`config.mk`:
```
export PLATFORM = sky130hd
export DESIGN_NAME = bscan_input_chain_flat
export DESIGN_NICKNAME = d
export VERILOG_FILES = /design/src/rtl/bscan_pkg.sv /design/src/rtl/bscan_input_chain_if.sv /design/src/rtl/bscan_tap_fsm.sv /design/src/rtl/bscan_input_chain.sv /design/src/flat_wrapper.sv
export SDC_FILE = /design/constraint.sdc
export NUM_CORES = 1
export LEC_CHECK = 0
export ABC_CLOCK_PERIOD_IN_PS = 1900
export CAP_MARGIN = 25
export CORE_UTILIZATION = 54
export DETAILED_ROUTE_END_ITERATION = 10
export GPL_ROUTABILITY_DRIVEN = 0
export GPL_TIMING_DRIVEN = 0
export PLACE_DENSITY = 0.79
export SYNTH_ARGS = -nofsm -noshare
export SYNTH_HDL_FRONTEND = slang
export SYNTH_SLANG_ARGS = --single-unit
```
`constraint.sdc`:
```
create_clock -name tck -period 1.9 [get_ports tck]
set_clock_uncertainty 0.15 [all_clocks]
set_input_delay 0.38 -clock tck [delete_from_list [all_inputs] [get_ports tck]]
set_output_delay 0.38 -clock tck [all_outputs]
set_load 0.02 [all_outputs]
```
`src/rtl/bscan_pkg.sv`:
```
// Shared types for the input-pad boundary-scan chain.
// TAP state encoding, instruction codes and next-state function.
package bscan_pkg;

  typedef enum logic [3:0] {
    ST_TLR,
    ST_RTI,
    ST_SEL_DR,
    ST_CAP_DR,
    ST_SH_DR,
    ST_EX1_DR,
    ST_PAUSE_DR,
    ST_EX2_DR,
    ST_UPD_DR,
    ST_SEL_IR,
    ST_CAP_IR,
    ST_SH_IR,
    ST_EX1_IR,
    ST_PAUSE_IR,
    ST_EX2_IR,
    ST_UPD_IR
  } tap_state_t;

  typedef logic [1:0] ir_t;

  localparam ir_t IR_EXTEST  = 2'b00;
  localparam ir_t IR_SAMPLE  = 2'b01;
  localparam ir_t IR_INTEST  = 2'b10;
  localparam ir_t IR_BYPASS  = 2'b11;
  localparam ir_t IR_CAPTURE = 2'b01;

  function automatic tap_state_t tap_next(
    input tap_state_t s,
    input logic       tms
  );
    tap_state_t n;
    n = ST_TLR;
    unique case (s)
      ST_TLR:      n = tms ? ST_TLR      : ST_RTI;
      ST_RTI:      n = tms ? ST_SEL_DR   : ST_RTI;
      ST_SEL_DR:   n = tms ? ST_SEL_IR   : ST_CAP_DR;
      ST_CAP_DR:   n = tms ? ST_EX1_DR   : ST_SH_DR;
      ST_SH_DR:    n = tms ? ST_EX1_DR   : ST_SH_DR;
      ST_EX1_DR:   n = tms ? ST_UPD_DR   : ST_PAUSE_DR;
      ST_PAUSE_DR: n = tms ? ST_EX2_DR   : ST_PAUSE_DR;
      ST_EX2_DR:   n = tms ? ST_UPD_DR   : ST_SH_DR;
      ST_UPD_DR:   n = tms ? ST_SEL_DR   : ST_RTI;
      ST_SEL_IR:   n = tms ? ST_TLR      : ST_CAP_IR;
      ST_CAP_IR:   n = tms ? ST_EX1_IR   : ST_SH_IR;
      ST_SH_IR:    n = tms ? ST_EX1_IR   : ST_SH_IR;
      ST_EX1_IR:   n = tms ? ST_UPD_IR   : ST_PAUSE_IR;
      ST_PAUSE_IR: n = tms ? ST_EX2_IR   : ST_PAUSE_IR;
      ST_EX2_IR:   n = tms ? ST_UPD_IR   : ST_SH_IR;
      ST_UPD_IR:   n = tms ? ST_SEL_DR   : ST_RTI;
      default:     n = ST_TLR;
    endcase
    return n;
  endfunction

endpackage

```
`src/rtl/bscan_input_chain_if.sv`:
```
// Serial test port plus pad/core buses of the input chain.
// master drives tms/tdi/pad_in, slave is the scan chain.
interface bscan_input_chain_if #(
  parameter int N_PINS = 8
);

  logic              tms;
  logic              tdi;
  logic              tdo;
  logic              tdo_en;
  logic [N_PINS-1:0] pad_in;
  logic [N_PINS-1:0] core_in;

  modport master (
    output tms,
    output tdi,
    output pad_in,
    input  tdo,
    input  tdo_en,
    input  core_in
  );

  modport slave (
    input  tms,
    input  tdi,
    input  pad_in,
    output tdo,
    output tdo_en,
    output core_in
  );

endinterface

```
`src/rtl/bscan_tap_fsm.sv`:
```
// 16-state TAP controller with registered one-hot action strobes.
// Strobes are loaded from the next state so they align with state.
module bscan_tap_fsm
  import bscan_pkg::*;
(
  input  logic       tck,
  input  logic       trst_n,
  input  logic       tms,
  output tap_state_t state,
  output logic       cap_dr,
  output logic       sh_dr,
  output logic       upd_dr,
  output logic       cap_ir,
  output logic       sh_ir,
  output logic       upd_ir,
  output logic       tlr
);

  tap_state_t nxt;

  assign nxt = tap_next(state, tms);

  // advance the TAP and register the decoded strobes
  always_ff @(posedge tck or negedge trst_n) begin
    if (!trst_n) begin
      state  <= ST_TLR;
      cap_dr <= 1'b0;
      sh_dr  <= 1'b0;
      upd_dr <= 1'b0;
      cap_ir <= 1'b0;
      sh_ir  <= 1'b0;
      upd_ir <= 1'b0;
      tlr    <= 1'b1;
    end else begin
      state  <= nxt;
      cap_dr <= (nxt == ST_CAP_DR);
      sh_dr  <= (nxt == ST_SH_DR);
      upd_dr <= (nxt == ST_UPD_DR);
      cap_ir <= (nxt == ST_CAP_IR);
      sh_ir  <= (nxt == ST_SH_IR);
      upd_ir <= (nxt == ST_UPD_IR);
      tlr    <= (nxt == ST_TLR);
    end
  end

endmodule

```
`src/rtl/bscan_input_chain.sv`:
```
// Receive-side boundary-scan chain on the pad_in -> core_in path.
// Holds IR, bypass bit, BSR shift/update stages and output muxes.
module bscan_input_chain
  import bscan_pkg::*;
#(
  parameter int N_PINS = 8
) (
  input  logic                tck,
  input  logic                trst_n,
  bscan_input_chain_if.slave  jtag
);

  tap_state_t        state;
  logic              cap_dr;
  logic              sh_dr;
  logic              upd_dr;
  logic              cap_ir;
  logic              sh_ir;
  logic              upd_ir;
  logic              tlr;

  ir_t               ir;
  ir_t               ir_shift;
  logic              bypass;
  logic              sel_byp;
  logic [N_PINS-1:0] bsr_shift;
  logic [N_PINS-1:0] bsr_upd;
  logic [N_PINS-1:0] bsr_next;
  logic              tdo_c;

  bscan_tap_fsm u_fsm (
    .tck    (tck),
    .trst_n (trst_n),
    .tms    (jtag.tms),
    .state  (state),
    .cap_dr (cap_dr),
    .sh_dr  (sh_dr),
    .upd_dr (upd_dr),
    .cap_ir (cap_ir),
    .sh_ir  (sh_ir),
    .upd_ir (upd_ir),
    .tlr    (tlr)
  );

  assign sel_byp = (ir == IR_BYPASS);

  // a single cell has no upper bits to move down
  generate
    if (N_PINS == 1) begin : g_one
      assign bsr_next = jtag.tdi;
    end else begin : g_many
      assign bsr_next = {jtag.tdi, bsr_shift[N_PINS-1:1]};
    end
  endgenerate

  // instruction register: capture, shift, update, TLR default
  always_ff @(posedge tck or negedge trst_n) begin
    if (!trst_n) begin
      ir       <= IR_BYPASS;
      ir_shift <= '0;
    end else begin
      unique case (1'b1)
        tlr:     ir       <= IR_BYPASS;
        cap_ir:  ir_shift <= IR_CAPTURE;
        sh_ir:   ir_shift <= {jtag.tdi, ir_shift[1]};
        upd_ir:  ir       <= ir_shift;
        default: ;
      endcase
    end
  end

  // data registers: bypass bit or boundary cells by instruction
  always_ff @(posedge tck or negedge trst_n) begin
    if (!trst_n) begin
      bypass    <= 1'b0;
      bsr_shift <= '0;
      bsr_upd   <= '0;
    end else begin
      unique case (1'b1)
        cap_dr: begin
          if (sel_byp) bypass    <= 1'b0;
          else         bsr_shift <= jtag.pad_in;
        end
        sh_dr: begin
          if (sel_byp) bypass    <= jtag.tdi;
          else         bsr_shift <= bsr_next;
        end
        upd_dr: begin
          if (!sel_byp) bsr_upd <= bsr_shift;
        end
        default: ;
      endcase
    end
  end

  // tdo comes from the LSB of whichever register is shifting
  always_comb begin
    tdo_c = 1'b0;
    unique case (1'b1)
      sh_ir:              tdo_c = ir_shift[0];
      sh_dr && sel_byp:   tdo_c = bypass;
      sh_dr && !sel_byp:  tdo_c = bsr_shift[0];
      default:            tdo_c = 1'b0;
    endcase
  end

  assign jtag.tdo     = tdo_c;
  assign jtag.tdo_en  = (state == ST_SH_DR) ||
                        (state == ST_SH_IR);
  assign jtag.core_in = (ir == IR_INTEST) ? bsr_upd
                                          : jtag.pad_in;

endmodule
```
`src/flat_wrapper.sv`:
```
// flat-port wrapper written by rule: the top's interface ports become plain ports
module bscan_input_chain_flat import bscan_pkg::*;
#(
  parameter int N_PINS = 8
)
  (tck, trst_n, jtag_tms, jtag_tdi, jtag_pad_in, jtag_tdo, jtag_tdo_en, jtag_core_in);
  bscan_input_chain_if #(.N_PINS(N_PINS)) jtag_i ();
  input  logic tck;
  input  logic trst_n;
  input wire logic [$bits(jtag_i.tms)-1:0] jtag_tms;
  input wire logic [$bits(jtag_i.tdi)-1:0] jtag_tdi;
  input wire logic [$bits(jtag_i.pad_in)-1:0] jtag_pad_in;
  output wire logic [$bits(jtag_i.tdo)-1:0] jtag_tdo;
  output wire logic [$bits(jtag_i.tdo_en)-1:0] jtag_tdo_en;
  output wire logic [$bits(jtag_i.core_in)-1:0] jtag_core_in;
  assign jtag_i.tms = jtag_tms;
  assign jtag_i.tdi = jtag_tdi;
  assign jtag_i.pad_in = jtag_pad_in;
  assign jtag_tdo = jtag_i.tdo;
  assign jtag_tdo_en = jtag_i.tdo_en;
  assign jtag_core_in = jtag_i.core_in;
  bscan_input_chain #(.N_PINS(N_PINS)) u_core (.tck(tck), .trst_n(trst_n), .jtag(jtag_i));
endmodule
```
==> results of run 1 <==
==> routing by layer <==
layer | track usage [%] | part of all wire (%) | vias up
li1 | - | - | 586
met1 | 30.57 | 45 | 605
met2 | 39.50 | 51 | 25
met3 | 5.442 | 3.6 | 4
met4 | 8.014 | 1.0 | 0
met5 | 0 | 0 | -
==> cell type report <==
type	instances	area, um2	area share [%]
timing repair buffer	29	302.8	14.03
clock buffer	8	68.82	3.188
sequential	32	805.8	37.33
tap	31	38.79	1.797
inverter	1	3.754	0.1739
multi-input combinational	103	852.1	39.48
buffer	9	86.33	4.000
==> cells in the final DEF (no fill, tap or decap), types with 3 or more instances in the layout <==
master / n
nand2b_1: 3
nor2b_1: 3
nor2_1: 5
buf_6: 15
nand2_1: 16
mux2_4: 8
dfstp_2: 3
clkbuf_4: 5
clkdlybuf4s50_1: 11
dfrtp_1: 28
o21ai_0: 14
mux2_2: 9
buf_4: 7
mux2i_1: 8
==> power groups by stage <==
stage	Sequential, mW	Combinational (mW)	Clock (mW)
final	1.18	1.72	0.440
after floorplan	1.13	1.03	0
after global placement	1.18	1.30	0
after CTS	1.18	1.67	0.448
after detailed placement	1.21	1.37	0
after global routing	1.22	1.84	0.474
==> repair_timing <==
item,4_1_cts,5_1_grt
hold endpoints to repair,0,0
resized for setup,81,5
setup buffers,7,0
setup endpoints to repair,10,12
==> path summary, 6_finish.rpt <==
kind | cells past startpoint | to | start
hold / removal | 1 | u_core.bsr_upd[0]$_DFFE_PN0P_ | trst_n
setup / recovery | 4 | jtag_core_in[2] | u_core.ir[1]$_DFFE_PN1P_
min in group tck | 1 | u_core.ir_shift[1]$_DFFE_PN0P_ | u_core.u_fsm.cap_ir$_DFF_PN0_
setup reg to reg | 6 | u_core.u_fsm.tlr$_DFF_PN1_ | u_core.u_fsm.state[2]$_DFF_PN0_
max in group asynchronous | 2 | u_core.u_fsm.tlr$_DFF_PN1_ | trst_n
hold reg to reg | 1 | u_core.ir_shift[1]$_DFFE_PN0P_ | u_core.u_fsm.cap_ir$_DFF_PN0_
==> critical path, cell delays in order, from the launching register on <==
cell	delay [ps]
dfstp_2	560
nor2b_4	150
buf_8	160
mux2_4	320
buf_6	130
==> logic make-up (layout without fill, tap and decap cells) <==
kind of cell           Yosys count  in the layout
AO/OA/AOI/OAI                   28             28
multiplexers                    25             25
XOR/XNOR                         1              1
buffers and inverters           10             47
AND/OR/NAND/NOR                 49             49
flip-flops                      32             32
==> through the flow <==
stage                     setup slack [ps]  instance area [um2]
after floorplan                      167.2                 1652
after global placement              -402.5                 1901
after detailed placement            -432.4                 1928
after CTS                           -281.1                 2140
after global routing                -322.8                 2158
final                               -273.5                 2158
==> state kept, by name (all words and copies together) (netlist names) <==
register,count
u_core.bsr_shift,8
u_core.bsr_upd,8
u_core.bypass,1
u_core.ir,2
u_core.ir_shift,2
u_core.u_fsm.cap_dr,1
u_core.u_fsm.cap_ir,1
u_core.u_fsm.sh_dr,1
u_core.u_fsm.sh_ir,1
u_core.u_fsm.state,4
u_core.u_fsm.tlr,1
u_core.u_fsm.upd_dr,1
u_core.u_fsm.upd_ir,1
==> results.ini, run 1 <==
[sta]
period_share_pct = 114.4
rsz0062_at_grt = yes
hold_ws_ps = 282.1
max_freq_mhz = 460.1
hold_violations = 0
setup_tns_ps = -2381
tightestPinTransition_ps = 615.1
setup_violations = 9
maxSlewViolCount = 0
maxSlewHeadroom_pct = 58.87
setup_slack_ps = -273.5
fin_crit_ps = 2173

[clocking]
cts.clk_slew.worst_paths_ps = 90
cts_htree_levels = 2
cts_tree = yes
holdBufCountCts = 0
clock_latency_ps = 330
cts_made_buffers = 5
clk_path_buf_depth = 2
clock_sinks = 32
cts_root_buffer = clkbuf_4

[global_route]
grt_overflow = 0
antenna_found_initial = 0
grt_usage_pct = 23.66
grt_pass1_vias = 1244
grt_pass1_wl_mm = 5.796
grt_start_max_net_pins = 22

[drt]
first_iter_violations = 54
vias_per_cell = 5.728
ant_nets = 0
vias = 1220
post-route-drc-count = 2
drt_pass1_iterations = 7
wire_per_inst_um = 16.16
routed_wl_mm = 3.443

[synth]
synth_compound_area_share_pct = 13.26
ys_ff_latch = 32
yosysMostFrequentCell = dfrtp_1
synth_flop_cell = dfrtp_1
syn_area_um2 = 1652
synthAdderAreaFrac_pct = 0
ys_seq_area_share_pct = 48.71
syn_inst = 145
synth-edff-count = 0
yosys_warnings = 0
synth_xor_area_share_pct = 0.5303
postSynth.asyncResetShare_pct = 100.0
synth_top_area_cell = dfrtp_1
synthTopCellsByCount = 29 x dfrtp_1, 17 x mux2_2, 17 x nand2_1
syn_avg_cell_area_um2 = 11.39
synth_area_leaders = dfrtp_1 44%, mux2_2 12%, mux2i_1 4.8%
synthMuxAreaShare_pct = 16.44
ys_types = 40
synth_top_family_by_area = simple AND/OR/NAND/NOR gates
synth_top_area_share_pct = 43.94
synth_simple_gate_area_share_pct = 16.89
syn_nets = 157

[critical_path]
cp-end-kind = primary output
crit_path_start_kind = flop
cp.required_ps = 1370
cp_max_fo = 8
critical_path_arrival_ps = 1640
rrSetupSlack_ps = 140
path_class = flop to primary output

[floorplanning]
core_um2 = 2829
dieHeight_um = 57.31
row_count = 19
initial_utilization_pct = 58.38
die_area_um2 = 3284
ios = 22
die_w_um = 57.31

[status]
status = complete, but fails checks
violations = DRC, setup timing

[pwr]
p_leak_nw = 0.9572
p_seq_share_pct = 35.5
p_per_area_nw_per_um2 = 1548
p_total_mw = 3.341
power.switching_mw = 1.271
power_frac_comb_pct = 51.4
vdd_ir_drop_max_uv = 913.2
p_int_mw = 2.070
clock_power_share_pct = 13.2
swShare_pct = 38.04

[final_layout]
post_layout_nonfiller_instances = 213
nFillCells = 188
synthToLayoutAreaGrowth_pct = 30.68
drive_gt1_share_pct = 40.66
num_antenna_cells = 0
layout.nets = 193
postLayoutCoreUtil_pct = 76.29

[place]
dp_hpwl_mm = 2.391
place_inst = 198
portBuffers = 21

[job]
max-cap-violations = 0

[worst_hold_path]
hp-class = primary input to asynchronous set/reset pin

Power figures use the tool's default switching activity.
==> run 2: changes to the inputs <==
--- a/config.mk
+++ b/config.mk
@@ -11,7 +11,7 @@
 export DETAILED_ROUTE_END_ITERATION = 10
 export GPL_ROUTABILITY_DRIVEN = 0
 export GPL_TIMING_DRIVEN = 0
-export PLACE_DENSITY = 0.79
+export PLACE_DENSITY_LB_ADDON = 0.2
 export SYNTH_ARGS = -nofsm -noshare
 export SYNTH_HDL_FRONTEND = slang
 export SYNTH_SLANG_ARGS = --single-unit
==> run 2 against run 1 <==
Against the previous run: the flow still finishes with violations (DRC, setup timing); sequential cell count unchanged; sequential power up 3%; fmax down 0.79%; via count up 3.9%; total power up 5.8%; clock power up 16%; sequential share of layout area down 1.0 points; count of clock-buffer cells in the layout down 3; core utilization up 2.2 points.
==> results.ini, run 2 (same netlist as run 1, synthesis figures left out) <==
[worst_hold_path]
hp-class = flop to flop
hold_path_depth = 1

[global_route]
grt_pass1_vias = 1258
antenna_found_initial = 0
grt_overflow = 0
grt_usage_pct = 24.33
grt_start_max_net_pins = 20
grt_pass1_wl_mm = 5.809

[floorplanning]
row_count = 19
ios = 22
initial_utilization_pct = 58.38
dieHeight_um = 57.31
die_area_um2 = 3284
core_um2 = 2829
die_w_um = 57.31

[critical_path]
cp_max_fo = 8
crit_path_max_incr_delay_ps = 570
crit_path_start_kind = flop
crit_chain = buf_4, nor2b_4, buf_8, mux2_4, buf_6
cp-end-kind = primary output
cp.required_ps = 1370
crit_family = flip-flops
cp.depth = 5
crit_buf_inv = 3
path_class = flop to primary output
r2r_cells = 5
critical_path_arrival_ps = 1660
slowest_stage = dfstp_2

[drt]
first_iter_violations = 34
dr_wl_met2_mm = 1.838
routed_wl_mm = 3.597
post-route-drc-count = 6
route.met3.wl_um = 96
vias_per_cell = 5.738
vias = 1268
wire_per_inst_um = 16.28
drt_pass1_iterations = 7
ant_nets = 0
drt-met1-wl_mm = 1.611
top_layer_used = met4

[sta]
fin_crit_ps = 2191
max_freq_mhz = 456.5
maxSlewHeadroom_pct = 42.89
maxSlewViolCount = 0
setup_tns_ps = -2520
setup_violations = 9
hold_violations = 0
tightestPinTransition_ps = 853.9
setup_slack_ps = -290.7
period_share_pct = 115.3
rsz0062_at_grt = yes

[clocking]
clock_sinks = 32
cts.clk_slew.worst_paths_ps = 100
clk_path_buf_depth = 2
holdBufCountCts = 0
cts_root_buffer = clkbuf_4
cts_tree = yes
cts_htree_levels = 2
clock_latency_ps = 340
cts_made_buffers = 5

[final_layout]
post_layout_nonfiller_instances = 221
layout.nets = 201
postLayoutCellArea_um2 = 2221
drive_gt1_share_pct = 45.26
top_regs = u_core.bsr_shift (8), u_core.bsr_upd (8), u_core.u_fsm.state (4)
layout_common_cells = 27 x dfrtp_1, 18 x buf_4, 15 x nand2_1, 14 x o21ai_0, 12 x buf_6
nFillCells = 193
num_antenna_cells = 0
synthToLayoutAreaGrowth_pct = 34.47
layout_commonest_cell = dfrtp_1

[place]
placed_cell_area_um2 = 1916
place_inst = 198
dp_hpwl_mm = 2.232
portBuffers = 21

[status]
violations = DRC, setup timing
status = complete, but fails checks

[pwr]
vdd_ir_drop_max_uv = 1061
p_leak_nw = 0.9982
p_total_mw = 3.535
p_per_area_nw_per_um2 = 1592

[job]
max-cap-violations = 0

run 2: where the power goes:
part | total (mW) | switching [mW] | internal, mW
logic | 1.80 | 0.848 | 0.954
registers | 1.22 | 0.242 | 0.981
clock network | 0.510 | 0.236 | 0.274
run 2: cell type report:
type                            instances  area, um2  share of cell area, %
Timing Repair Buffer                   39      361.6                  16.28
Clock buffer                            5      37.54                  1.690
Clock inverter                          3      42.54                  1.915
Sequential cell                        32      807.0                  36.34
Multi-Input combinational cell        103      863.3                  38.87
Tap cell                               31      38.79                  1.746
Buffer                                  7      66.31                  2.986
Inverter                                1      3.754                 0.1690
run 2: what timing repair did:
| action | 4_1_cts | 5_1_grt |
|---|---|---|
| pin swaps | 0 | 1 |
| endpoints found under the setup margin | 10 | 11 |
| buffers inserted | 7 | 10 |
| gates resized for setup | 81 | 10 |
run 2: worst paths after layout:
path	start	endpoint	slack, ps
setup / recovery	u_core.ir[0]$_DFFE_PN1P_	jtag_core_in[3]	-290
hold / removal	u_core.u_fsm.upd_ir$_DFF_PN0_	u_core.ir[0]$_DFFE_PN1P_	330
setup reg to reg	u_core.u_fsm.state[0]$_DFF_PN0_	u_core.u_fsm.sh_ir$_DFF_PN0_	60
hold reg to reg	u_core.u_fsm.upd_ir$_DFF_PN0_	u_core.ir[0]$_DFFE_PN1P_	330
max in group asynchronous	trst_n	u_core.u_fsm.state[3]$_DFF_PN0_	630
min in group asynchronous	trst_n	u_core.u_fsm.sh_ir$_DFF_PN0_	370
run 2: metal layers:
metal	GRT usage, %	up-vias
li1	-	603
met4	11.15	0
met3	5.669	5
met5	0	-
met1	30.98	642
met2	39.66	18
run 2: through the flow:
step	util, %	worst slack (ps)	hold slack, ps
floorplan	-	167.2	-65.59
global placement	67.18	-393.0	299.3
detailed placement	67.71	-431.4	320.4
CTS	75.59	-307.7	331.2
global route	78.51	-350.5	356.2
finish	78.51	-290.7	332.0
run 2: worst register-to-register path: stages (launching register included):
cell	delay, ps
dfrtp_2	520
buf_4	200
nor2b_1	150
and3b_1	200
nor3_2	310
and4b_1	260
